===== config.mk =====
export PLATFORM = sky130hd
export DESIGN_NAME = elevator_call_ctrl
export DESIGN_NICKNAME = d
export VERILOG_FILES = /design/src/rtl/elevator_call_ctrl.sv
export SDC_FILE = /design/constraint.sdc
export NUM_CORES = 1
export LEC_CHECK = 0
export ABC_AREA = 1
export CORE_MARGIN = 8
export CORE_UTILIZATION = 40
export CTS_CLUSTER_SIZE = 28
export DETAILED_ROUTE_END_ITERATION = 12
export HOLD_SLACK_MARGIN = 0.12
export SETUP_SLACK_MARGIN = 0.02
export SYNTH_ARGS = -nofsm -noshare
export SYNTH_HDL_FRONTEND = slang
export SYNTH_SLANG_ARGS = --single-unit

===== constraint.sdc =====
create_clock -name clk -period 1.9 [get_ports clk]
set_clock_uncertainty 0.2 [all_clocks]
set_input_delay 0.19 -clock clk [delete_from_list [all_inputs] [get_ports clk]]
set_output_delay 0.19 -clock clk [all_outputs]
set_load 0.005 [all_outputs]

===== src/rtl/elevator_call_ctrl.sv =====
// SCAN-style call scheduler for a 4-floor car: latches call buttons, picks the next target and
// times the door at each stop. Optional build macro ELEV_CALL_REOPEN_EN lets a hall call extend the door.
module elevator_call_ctrl #(
  parameter int unsigned DOOR_CYCLES = 4
) (
  input  logic       clk,
  input  logic       rst,
  input  logic [3:0] call,
  input  logic [1:0] floor,
  output logic [1:0] target,
  output logic       stop,
  output logic       door_open,
  output logic [3:0] pending,
  output logic       dir_up
);

  typedef enum logic [1:0] {
    IDLE = 2'd0,
    MOVE = 2'd1,
    DOOR = 2'd2
  } state_e;

  localparam logic [7:0] DCNT_LOAD = 8'(DOOR_CYCLES - 1);

  state_e     state_q, state_d;
  logic [3:0] pending_q, pending_d;
  logic       dir_up_q, dir_up_d;
  logic [7:0] dcnt_q, dcnt_d;

  logic [3:0] here_mask, above_mask, below_mask;
  logic [3:0] clr_mask, call_latch;
  logic       here_req, req_above, req_below, req_ahead, reopen;
  logic [1:0] nearest_up, nearest_down;

  for (genvar gi = 0; gi < 4; gi++) begin : g_floor_mask
    assign here_mask[gi]  = (floor == 2'(gi));
    assign above_mask[gi] = (2'(gi) > floor);
    assign below_mask[gi] = (2'(gi) < floor);
  end

  function automatic logic [1:0] lowest_set(input logic [3:0] v);
    lowest_set = 2'd0;
    for (int i = 3; i >= 0; i--) begin
      if (v[i]) lowest_set = 2'(i);
    end
  endfunction

  function automatic logic [1:0] highest_set(input logic [3:0] v);
    highest_set = 2'd0;
    for (int i = 0; i < 4; i++) begin
      if (v[i]) highest_set = 2'(i);
    end
  endfunction

  assign here_req     = |(pending_q & here_mask);
  assign req_above    = |(pending_q & above_mask);
  assign req_below    = |(pending_q & below_mask);
  assign req_ahead    = dir_up_q ? req_above : req_below;
  assign nearest_up   = lowest_set(pending_q & above_mask);
  assign nearest_down = highest_set(pending_q & below_mask);

  // A call for the floor whose door is already open is never latched.
  assign call_latch = call & ~((state_q == DOOR) ? here_mask : 4'b0000);

`ifdef ELEV_CALL_REOPEN_EN
  assign reopen = |(call & here_mask);
`else
  assign reopen = 1'b0;
`endif

  always_comb begin
    state_d  = state_q;
    dir_up_d = dir_up_q;
    dcnt_d   = dcnt_q;
    clr_mask = 4'b0000;
    target   = floor;
    case (state_q)
      IDLE: begin
        if (here_req) begin
          clr_mask = here_mask;
          dcnt_d   = DCNT_LOAD;
          state_d  = DOOR;
        end else if (req_above && (dir_up_q || !req_below)) begin
          dir_up_d = 1'b1;
          state_d  = MOVE;
        end else if (req_below) begin
          dir_up_d = 1'b0;
          state_d  = MOVE;
        end
      end
      MOVE: begin
        if (here_req) begin
          clr_mask = here_mask;
          dcnt_d   = DCNT_LOAD;
          state_d  = DOOR;
        end else if (req_ahead) begin
          target = dir_up_q ? nearest_up : nearest_down;
        end else begin
          state_d = IDLE;
        end
      end
      DOOR: begin
        if (reopen) begin
          dcnt_d = DCNT_LOAD;
        end else if (dcnt_q == 8'd0) begin
          state_d = IDLE;
        end else begin
          dcnt_d = dcnt_q - 8'd1;
        end
      end
      default: state_d = IDLE;
    endcase
    // Clearing wins over a same-edge call: that call counts as served.
    pending_d = (pending_q | call_latch) & ~clr_mask;
  end

  always_ff @(posedge clk) begin
    if (rst) begin
      state_q   <= IDLE;
      pending_q <= 4'b0000;
      dir_up_q  <= 1'b1;
      dcnt_q    <= 8'd0;
    end else begin
      state_q   <= state_d;
      pending_q <= pending_d;
      dir_up_q  <= dir_up_d;
      dcnt_q    <= dcnt_d;
    end
  end

  assign stop      = (state_q == DOOR);
  assign door_open = (state_q == DOOR);
  assign pending   = pending_q;
  assign dir_up    = dir_up_q;

endmodule


==> results of run 1 <==
## path summary, 6_finish.rpt
kind / startpoint / to / slack, ps / cells past startpoint
setup / recovery: pending[1]$_SDFF_PP0_ / target[1] / 100 / 10
hold / removal: call[2] / pending[2]$_SDFF_PP0_ / 260 / 3
setup reg to reg: state_q[1]$_SDFFE_PP0P_ / pending[2]$_SDFF_PP0_ / 180 / 6
hold reg to reg: dcnt_q[7]$_SDFFE_PP0P_ / dcnt_q[7]$_SDFFE_PP0P_ / 310 / 2
## layout make-up
| class | instances | area share (%) |
|---|---|---|
| inverter | 16 | 4.08 |
| timing repair buffer | 40 | 22.5 |
| tap | 30 | 2.55 |
| clock inverter | 1 | 0.340 |
| multi-input combinational | 118 | 47.8 |
| sequential | 15 | 21.2 |
| clock buffer | 3 | 1.53 |
## per-layer routing
| metal | global-route usage, % | up-vias | share of wire [%] |
|---|---|---|---|
| met1 | 15.7 | 554 | 45 |
| met2 | 23.1 | 36 | 48 |
| met4 | 5.22 | 0 | 1.2 |
| li1 | - | 586 | - |
| met5 | 0 | - | 0 |
| met3 | 4.19 | 6 | 6.4 |
## repair_timing
item,4_1_cts,5_1_grt
resized for setup,30,13
pin swaps,4,6
setup buffers,1,2
setup endpoints to repair,4,2
## sequential cells by signal, indices dropped and copies added, names as in the netlist
register	count
dcnt_q	8
dir_up	1
state_q	2
pending	4
## cells by family (layout without fill, tap and decap cells)
logic type	after synthesis	after routing	synth area share (%)
AND/OR/NAND/NOR	80	80	39.1
AO/OA/AOI/OAI	33	33	17.9
flip-flops	15	15	29.0
buffers and inverters	20	60	9.07
adder cells (fa/ha/maj)	2	2	2.42
XOR/XNOR	3	3	2.54
## worst register-to-register path: stages, from the launching register on
cell	delay (ps)
dfxtp_2	370
inv_2	40
buf_4	150
nor2_8	130
clkinv_1	290
o31ai_1	310
a21oi_1	100
## layout by cell type (no fill, tap or decap), types with 2 or more instances in the layout
master	netlist	routed
nand2_2	3	9
clkbuf_4	0	3
xor2_1	2	2
ha_1	2	2
nand2_1	33	25
o21ai_2	0	2
inv_1	10	8
inv_2	5	7
nand4_1	2	2
a21oi_2	1	2
dfxtp_1	15	10
dfxtp_4	0	2
o21ai_1	4	4
o21ai_0	13	11
dlygate4sd2_1	0	3
clkdlybuf4s50_1	0	10
dfxtp_2	0	3
a21oi_1	12	11
nor2_1	17	16
nand3_1	14	11
nor2_2	2	2
nor2_4	2	3
nand3_2	2	5
nand2_4	3	5
buf_4	1	23
## power by group
group	internal [uW]	switching, uW	leakage, uW
logic	193	231	0.000546
clock network	78.7	116	0.0000177
registers	345	34.8	0.000125
## through the flow
stage               instance area, sq um  std cells  total power [uW]  setup TNS, ps
floorplan                           1030        153               621              0
global placement                    1360        216               765          -2220
detailed placement                  1360        216               773          -3010
CTS                                 1440        221               980              0
global route                        1470        223              1060              0
finish                              1470        223               998              0
==> results.toml, run 1 <==
[layout]
fill_cells = 239
final_layout_size_suffix_gt1_share_pct = 38.3
n_antenna_cell = 0
regArea_sq_um = 312
finalNetCount = 204
final_util_pct = 60.0
multi_input_area_sq_um = 704
area_growth_pct = 42.3

[synth]
syn_nets = 163
ys_seq_area_share_pct = 29.0
yosysMostFrequentCell = "nand2_1"
synth_warnings = 0
yosys-top-cells-count = "nand2_1, nor2_1, dfxtp_1"
ys_ff_latch = 15
synth.distinct_cells = 28
netlist_instances = 153
synth_edf_count = 0
syn_avg_cell_area_sq_um = 6.76
synthArstFlopShare_pct = 0
yosysTopAreaCellShare_pct = 29.0
synth_area_leaders = "dfxtp_1, nand2_1, nand3_1"
synth-main-ff-cell = "dfxtp_1"
synthesis.area_sq_um = 1030
synth_top_area_cell = "dfxtp_1"

[sta]
rsz0062_at_grt = "no"
finalCritPeriodShare_pct = 94.9
finalSetupViolCount = 0
slew_headroom_pct = 79.3
hold_viol = 0
finalCriticalPeriod_ps = 1800
finalWorstSetupSlack_ps = 97.5
fin_hold_ws_ps = 255
finalMaxSlewViolations = 0
clock.fmax_mhz = 555
worst_pin_slew_ps = 308

[power_and_ir_drop]
ir_drop_v = 0.000580
powerDensity_nw_per_um2 = 677
p_leak_uw = 0.000689

[die]
start_util_pct = 42.2
die_w_microns = 66.9
coreArea_sq_um = 2450
io_pins = 17
dieHeight_microns = 66.9
dieArea_sq_um = 4470
num_rows = 18

[route]
firstDrtPassIters = 6
antenna_left = 0
viasPerCell = 5.30
route.final.wire_length_microns = 2950
drt_drc_violations_left = 0
vias = 1182
drt_iter0_markers = 79
wl_per_cell_microns = 13.2

[critical_path]
worstSetupPathType = "flip-flop to output port"
crit_arrival_ps = 1410
crit_path_max_fanout = 5
cp-end-kind = "output port"
crit_chain = "nand3_2 > nand2_2 > inv_2 > nand2_4 > nor2_4 > nand2_4 > nand2_2 > o21ai_2 > inv_1 > buf_2"
critPathRequiredTime_ps = 1510
startpoint_type = "flip-flop"
slowest_delay_ps = 370
cp_top_family = "simple AND/OR/NAND/NOR gates"
path_buf_inv = 3
slowest_stage = "dfxtp_4"

[clock_tree]
clock-sinks = 15
cts_buffers = 3
cts_tree = "yes"
htreeDepth = 1
cts_root_buffer = "clkbuf_4"
clock_latency_ps = 300
cts_buffer_depth = 2
clk_pin_slew_ps = 100
holdBufCountCts = 0

[grt]
grt-ovfl-total = 0
grt_pass1_wl_microns = 4770
grt_use_total_pct = 13.7
grt_max_degree = 11
grt_antenna_before_repair = 0
grt_pass1_vias = 1103

[min_path]
hp-class = "input port to flip-flop"

[placement]
pre_cts_slack_ps = -618
hpwlAfterDp_microns = 2090
io_buffers = 16
gp_congestion = 0.870

[flow_run]
drv_cap = 0

[outcome]
status = "completed"
No activity file was read; power rests on OpenSTA's default activity.
==> run 2: changes to the inputs <==
--- a/config.mk
+++ b/config.mk
@@ -7,10 +7,11 @@
 export LEC_CHECK = 0
 export ABC_AREA = 1
 export CORE_MARGIN = 8
-export CORE_UTILIZATION = 40
+export CORE_UTILIZATION = 52
 export CTS_CLUSTER_SIZE = 28
 export DETAILED_ROUTE_END_ITERATION = 12
 export HOLD_SLACK_MARGIN = 0.12
+export PLACE_DENSITY = 0.77
 export SETUP_SLACK_MARGIN = 0.02
 export SYNTH_ARGS = -nofsm -noshare
 export SYNTH_HDL_FRONTEND = slang
==> results.toml, run 2 (synthesis results as in run 1) <==
[critical_path]
slowest_delay_ps = 380
worstSetupPathType = "flip-flop to output port"
crit_arrival_ps = 1460
critPathRequiredTime_ps = 1510
r2r_cells = 6
crit_start = "pending[2]$_SDFF_PP0_"
path_common_cell = "nand2_4"
cp-end-kind = "output port"
slowest_stage = "dfxtp_4"
crit_path_max_fanout = 5
startpoint_type = "flip-flop"
r2r_start = "state_q[1]$_SDFFE_PP0P_"
crit_chain = "nand3_2 > nand2_1 > inv_2 > nand2_4 > nor2_4 > nand2_4 > o21ai_2 > inv_1 > clkdlybuf4s15_2"

[die]
num_rows = 16
io_pins = 17
coreArea_sq_um = 1920
die_w_microns = 60.6
dieArea_sq_um = 3670
dieHeight_microns = 60.6
start_util_pct = 53.8

[power_and_ir_drop]
power_frac_seq_pct = 38.4
p_leak_uw = 0.000669
powerDensity_nw_per_um2 = 690
combPwrFrac_pct = 42.2
clkPwrFrac_pct = 19.5
ir_drop_v = 0.000715
internal_power_uw = 615
swShare_pct = 38.0
p_sw_uw = 377

[outcome]
status = "completed"

[placement]
placed_area_sq_um = 1350
io_buffers = 16
gp_congestion = 0.942
dp.cells = 212
hpwlAfterDp_microns = 2100

[clock_tree]
cts_buffers = 3
holdBufCountCts = 0
cts_tree = "yes"
cts_buffer_depth = 2
htreeDepth = 1
clock-sinks = 15
cts_root_buffer = "clkbuf_4"
clock_latency_ps = 290
clk_pin_slew_ps = 100

[layout]
final_common_cell = "nand2_1"
final_cell_mix = "nand2_1, buf_4, nor2_1"
n_antenna_cell = 0
area_growth_pct = 39.1
largest-register = "dcnt_q"
final_layout_size_suffix_gt1_share_pct = 35.8
final_cells = 217
final_cell_area_sq_um = 1440
finalNetCount = 201
largest_reg_flops = 8

[flow_run]
drv_cap = 0

[sta]
clock.fmax_mhz = 539
finalMaxSlewViolations = 0
rsz0062_at_grt = "yes"
finalSetupViolCount = 0
setup_tns_ps = 0
worst_pin_slew_ps = 297
slew_headroom_pct = 80.1
finalCritPeriodShare_pct = 97.6
finalCriticalPeriod_ps = 1850
hold_viol = 0

[route]
drt_drc_violations_left = 0
wl_per_cell_microns = 13.5
antenna_left = 0
route.final.wire_length_microns = 2920
firstDrtPassIters = 4
drt_iter0_markers = 64
vias = 1160
viasPerCell = 5.35

[grt]
grt-ovfl-total = 0
grt_pass1_wl_microns = 4750
grt_max_degree = 11
grt_antenna_before_repair = 0
grt_use_total_pct = 16.6
grt_pass1_vias = 1028

[min_path]
holdPathStages = 3
min_from = "call[2]"
hp-class = "input port to flip-flop"
[run 2: changes by cell type in the layout (fill, tap and decap cells not counted), sizes merged]
cell,previous run,this run
clkdlybuf4s15,1,2
buf,25,22
clkinv,2,1
[run 2: layer usage]
metal / global-route usage [%] / part of all wire (%) / vias to the layer above
met1: 21.9 / 45 / 535
met5: 0 / 0 / -
met3: 3.39 / 7.2 / 7
met4: 1.99 / 1.2 / 0
met2: 27.8 / 47 / 47
li1: - / - / 571
[run 2: through the flow]
step           hold WS [ps]  setup WS (ps)  utilization (%)  power, uW
6_report                278           45.1             74.9        993
5_1_grt                 276          -38.1             74.9       1050
4_1_cts                 271           21.0             73.7        971
3_5_place_dp            298           -613             70.0        772
3_3_place_gp            291           -543             70.0        758
2_1_floorplan           136            388                -        621
[run 2: final timing paths]
check	to	slack (ps)
worst max-delay path	target[1]	50
worst min-delay path	pending[2]$_SDFF_PP0_	280
worst max register to register	pending[2]$_SDFF_PP0_	170
worst min register to register	dcnt_q[7]$_SDFFE_PP0P_	310
[run 2: final cells by class]
cell class	instances	area, sq um
Fill cell	155	483
Multi-Input combinational cell	118	691
Tap cell	27	33.8
Sequential cell	15	313
Clock buffer	4	26.3
Timing Repair Buffer	37	315
Inverter	16	60.1
[run 2: worst max-delay path: cells and delay by family (launching register included)]
family	cells	cell delay, ps
flip-flops	1	380
AND/OR/NAND/NOR	5	350
buffers and inverters	3	310
AO/OA/AOI/OAI	1	120
[run 2: timing repair]
action	4_1_cts	5_1_grt
pin swaps	5	1
cloned	0	0
buffers inserted	1	0
setup endpoints to repair	4	2
gates resized for setup	27	13
[run 2: power by group through the flow]
stage	logic (uW)	registers (uW)	clock network (uW)
after floorplan	239	381	0
after global placement	378	380	0
after detailed placement	391	382	0
after CTS	403	377	191
after global routing	457	384	208
final	419	381	193
==> run 3: changes to the inputs <==
--- a/config.mk
+++ b/config.mk
@@ -6,6 +6,7 @@
 export NUM_CORES = 1
 export LEC_CHECK = 0
 export ABC_AREA = 1
+export CAP_MARGIN = 20
 export CORE_MARGIN = 8
 export CORE_UTILIZATION = 52
 export CTS_CLUSTER_SIZE = 28
==> results of run 3 <==
No change in the layout: final DEF, timing and power equal those of run 2.
==> patch 1, RTL diff (settings of run 3) <==
Re-encode `state_e` (3 states) as one-hot, 3 bits wide.
--- a/src/rtl/elevator_call_ctrl.sv
+++ b/src/rtl/elevator_call_ctrl.sv
@@ -16,6 +16,6 @@
 
-  typedef enum logic [1:0] {
-    IDLE = 2'd0,
-    MOVE = 2'd1,
-    DOOR = 2'd2
+  typedef enum logic [2:0] {
+    IDLE = 3'b001,
+    MOVE = 3'b010,
+    DOOR = 3'b100
   } state_e;
Behaviour: same outputs for any inputs over 10 cycles, from zero or initial values and one cycle with rst high; not proved beyond that.
==> patch 1 against run 3 <==
The flow now finishes with violations (setup timing); sequential cell count rose by 1; critical path depth did not move; utilization rose by 6.6 points; combinational power rose by 39%; cell area rose by 12%; total power rose by 23%; clock power rose by 14%; highest routed layer unchanged; worst setup slack got worse by 0.084 ns; sequential power rose by 10%; largest power group unchanged; synthesized area rose by 6.3%; wire length rose by 14%; fmax fell by 4.3%.
==> patch 1: results (changes against run 3) <==
| Metric | Value |
|---|---|
| Status | `finished, violations left` |
| Failing checks | `setup timing` |
| Final HPWL DP | `2133 µm (+1.6%)` |
| Share of cells above drive strength 1 | `0.4138 (+0.05590)` |
| DR vias | `1256 (+8.3%)` |
| CP arrival | `1.55 ns (+0.09 ns)` |
| Final setup violation count | `1 (+1)` |
| Commonest cells post-synth | `26 x nand2_1, 17 x nor2_1, 16 x dfxtp_1, 16 x inv_1, 12 x o21ai_0` |
| Ys async rst share | `0 (unchanged)` |
| Post-place setup slack | `-0.5387 ns (+0.07477 ns)` |
| Placed cells | `217 (+2.4%)` |
| Synth area leaders | `dfxtp_1 29%, nand2_1 8.9%, nor2_1 5.8%` |
| Worst vdd rail ir drop | `700.2 µV (-2.0%)` |
| TritonRoute pass-1 iters | `4 (unchanged)` |
| Initial antenna violation count | `0 (unchanged)` |
| Sw Pwr | `0.0004681 W (+24%)` |
| GPL Wtd Cong | `0.8433 (-10%)` |
| Synth warn | `0 (unchanged)` |
| Vias in the first global route | `1109 (+7.9%)` |
| Cell Area, Placed | `1436 µm² (+6.8%)` |
| Non-Filler Instances | `230 (+6.0%)` |
| Setup WS post-layout | `-0.03847 ns (-0.08358 ns)` |
| Min-delay worst type | `in2reg` |
| Post-synthesis sequential area ratio | `0.2912 (+0.001034)` |
| Leakage | `0.7776 nW (+16%)` |
| Syn avg cell area | `7.050 µm² (+4.2%)` |
| Final nets | `214 (+6.5%)` |
| Slew @ Worst Pin | `0.2920 ns (-0.004586 ns)` |
| I/O Buffers | `16 (unchanged)` |
| Synth unique cells | `29 (+3.6%)` |
| Gr usage total | `0.1695 (+0.003154)` |
| Max clock buf depth | `2 (unchanged)` |
| Routed WL per cell | `14.44 µm (+7.4%)` |
| Antenna fix cells | `0 (unchanged)` |
| First-pass GRT wire length | `4919 µm (+3.6%)` |
| CTS root buf | `clkbuf_4` |
| Critical path's slowest cell | `dfxtp_4` |
| CTS H-Tree Depth | `1 (unchanged)` |
| Filler cells | `129 (-17%)` |
| Iter 0 DRT Violations | `72 (+13%)` |
| Ys flop type | `dfxtp_1` |
| Top reg by flops | `dcnt_q` |
| Net count after synthesis | `166 (+1.8%)` |
==> patch 1: cell count changes after synthesis, sizes merged, moves of 2 or more <==
cell   before  now
nand4       2    0
nand3      16   13
o21ai      18   16
inv        15   22
a31oi       0    3
xor2        2    4
nand2      39   37
nor3        0    2
==> patch 1: per-stage QoR <==
stage                     hold slack (ns)  setup TNS, ns
after floorplan                    0.1687              0
after global placement             0.2503         -1.497
after detailed placement           0.2577         -2.345
after CTS                          0.1824              0
after global routing               0.1847       -0.08852
final                              0.1833       -0.03847
==> patch 1: cells by family (layout without fill, tap and decap cells) <==
family / Yosys count / after routing / synth area share
AND/OR/NAND/NOR: 74 / 74 / 0.3538
AO/OA/AOI/OAI: 33 / 33 / 0.1809
buffers and inverters: 26 / 73 / 0.1115
flip-flops: 16 / 16 / 0.2912
XOR/XNOR: 5 / 5 / 0.03982
adder cells (fa/ha/maj): 2 / 2 / 0.02275
==> patch 1: power by group through the flow <==
stage / clock network [W] / logic (W) / registers (W)
after floorplan: 0 / 0.000319 / 0.000419
after global placement: 0 / 0.000488 / 0.000418
after detailed placement: 0 / 0.000504 / 0.000422
after CTS: 0.000223 / 0.000534 / 0.000416
after global routing: 0.000240 / 0.000637 / 0.000424
final: 0.000220 / 0.000583 / 0.000420
==> patch 1: per-layer routing <==
metal	track usage	vias up	part of all wire
li1	-	596	-
met1	0.2019	602	0.41
met2	0.3083	46	0.51
met3	0.03704	12	0.054
met4	0.01948	0	0.027
met5	0	-	0
==> patch 1: area by class of cell <==
cell class,count,area [µm²],area share
clock buffer,4,36.28,0.02246
inverter,22,87.58,0.05422
multi-input combinational,114,723.2,0.4477
sequential,16,329.1,0.2037
tap,27,33.78,0.02091
timing repair buffer,47,405.4,0.2510
==> patch 1: final timing paths <==
kind / end / slack, ns / depth (start not counted) / start
max reg2reg: dir_up / 0.14 / 12 / pending[2]
min: pending[3] / 0.18 / 3 / floor[0]
min reg2reg: dcnt_q[0] / 0.29 / 1 / dcnt_q[0]
max: target[0] / -0.04 / 9 / pending[1]
==> patch 1: critical path: cells and delay by family, from the launching register on <==
kind	cells	cell delay, ns
flip-flops	1	0.38
AND/OR/NAND/NOR	5	0.35
buffers and inverters	3	0.34
AO/OA/AOI/OAI	1	0.18
==> patch 1: timing repair <==
| item | CTS | global route |
|---|---|---|
| gates resized for setup | 31 | 11 |
| hold buffers | 0 | 0 |
| buffers inserted | 8 | 2 |
| pin swaps | 5 | 6 |
| setup endpoints to repair | 4 | 3 |
==> patch 2, RTL diff (config.mk and constraints of run 3) <==
Without the edit above. Build with the macro `ELEV_CALL_REOPEN_EN` defined.
--- a/src/rtl/elevator_call_ctrl.sv
+++ b/src/rtl/elevator_call_ctrl.sv
@@ -2,2 +2,4 @@
 // times the door at each stop. Optional build macro ELEV_CALL_REOPEN_EN lets a hall call extend the door.
+`define ELEV_CALL_REOPEN_EN
+
 module elevator_call_ctrl #(
Check against the original RTL: not equivalent (a bounded check fails within 10 cycles, from zero or initial values and one cycle with rst high).
==> patch 2 against run 3 <==
The run now ends with setup timing left; worst setup slack got worse by 0.18 ns; sequential cell count stayed put; total power rose by 21%; cell area increased by 18%; synthesized area grew 3.0%; wire length increased by 47%; utilization is 13 points higher.
==> patch 2: results (changes against run 3) <==
| Metric | Value |
|---|---|
| Grt met1 use | `0.2464 (+0.02728)` |
| GPL Wtd Cong | `0.9275 (-1.5%)` |
| Plain + repair buffers | `60 (+62%)` |
| Met2 usage | `0.3582 (+0.08068)` |
| I/O Buffers | `16 (unchanged)` |
| Cell internal pwr | `0.0007138 W (+16%)` |
| Xor/xnor cell area share of the yosys netlist | `0.008216 (-0.01718)` |
| Sequential cell area share | `0.1801 (-0.03724)` |
| Met2 WL | `2146 µm (+56%)` |
| Reg-to-Reg End | `state_q[0]` |
| M3 GR Usage | `0.05428 (+0.02038)` |
| Area occupied by multi-input gates | `752.0 µm² (+8.9%)` |
| Post-synthesis sequential area ratio | `0.2817 (-0.008515)` |
| Final instance area | `1702 µm² (+18%)` |
| Worst vdd rail ir drop | `529.8 µV (-26%)` |
| Synth area leaders | `dfxtp_1 28%, nand2_1 14%, nand3_1 11%` |
| Hold Crit Start | `floor[0]` |
| Clock-cell share | `0.01618 (-0.002084)` |
| Reg-to-Reg Start | `pending[2]` |
| Final HPWL DP | `2230 µm (+6.2%)` |
| Postcts setup bufs | `21 (+20)` |
| Gr usage total | `0.2102 (+0.04383)` |
| End of the critical path | `target[0]` |
| Setup WS post-layout | `-0.1379 ns (-0.1830 ns)` |
| Final nets | `243 (+21%)` |
| Failing checks | `setup timing` |
| Multi-input gates | `133 (+13%)` |
| Routed WL per cell | `16.54 µm (+23%)` |
| Leakage | `0.8388 nW (+25%)` |
| Commonest cells post-synth | `40 x nand2_1, 24 x nand3_1, 23 x nor2_1` |
| Share of cells above drive strength 1 | `0.3966 (+0.03866)` |
| Final non-clock buffer share | `0.2978 (+0.07866)` |
| WL met1 | `1602 µm (+23%)` |
| Ys async rst share | `0 (unchanged)` |
| Cell Area, Placed | `1430 µm² (+6.3%)` |
| Reg-to-reg setup timing slack | `-0.06 ns (-0.23 ns)` |
| Final hold slack | `0.2841 ns (+0.006099 ns)` |
| Final setup violation count | `4 (+4)` |
| Vias in the first global route | `1313 (+28%)` |
| First-pass GRT wire length | `5947 µm (+25%)` |
| CP Max Fanout | `3 (-2)` |
| TritonRoute pass-1 iters | `5 (+1)` |
| Max-Slew Margin vs Limit | `0.7687 (-0.03231)` |
| Net count after synthesis | `183 (+12%)` |
| DR vias/cell | `5.714 (+6.9%)` |
| Non-CTS inverters | `20 (+4)` |
| Synth unique cells | `23 (-18%)` |
| DR vias | `1480 (+28%)` |
| Cts repair resizes | `42 (+56%)` |
| Hold Path Stages | `4 (+1)` |
| Filler cells | `104 (-33%)` |
| Largest net degree at the start of global routing | `12 (+1)` |
| Clock buffers | `3 (-1)` |
| Syn avg cell area | `6.162 µm² (-8.9%)` |
| R2r worst-path depth | `11 (+5)` |
| Setup TNS | `-0.3450 ns (-0.3450 ns)` |
| Status | `finished, violations left` |
| Post-synthesis compound-gate area fraction | `0.1678 (-0.01112)` |
## patch 2: cell types whose count changed in the layout (fill, tap and decap cells not counted), moves of 3 or more
cell,before,now
nand3_1,13,23
inv_1,8,12
nand2_1,25,32
buf_4,20,39
buf_6,1,4
dlygate4sd2_1,3,0
## patch 2: worst max-delay path: stages, from the launching register on
cell and delay, ns:
dfxtp_2 0.34, buf_6 0.12, nand2_4 0.06, nand4_1 0.17, nor2_2 0.20, nand2_2 0.11, buf_6 0.13, o21ai_1 0.10
buf_2 0.12
## patch 2: power groups by stage
| stage | registers, W | logic [W] | clock network [W] |
|---|---|---|---|
| after floorplan | 0.000376 | 0.000293 | 0 |
| after global placement | 0.000376 | 0.000456 | 0 |
| after detailed placement | 0.000377 | 0.000470 | 0 |
| after CTS | 0.000374 | 0.000540 | 0.000192 |
| after global routing | 0.000380 | 0.000670 | 0.000217 |
| final | 0.000376 | 0.000626 | 0.000200 |
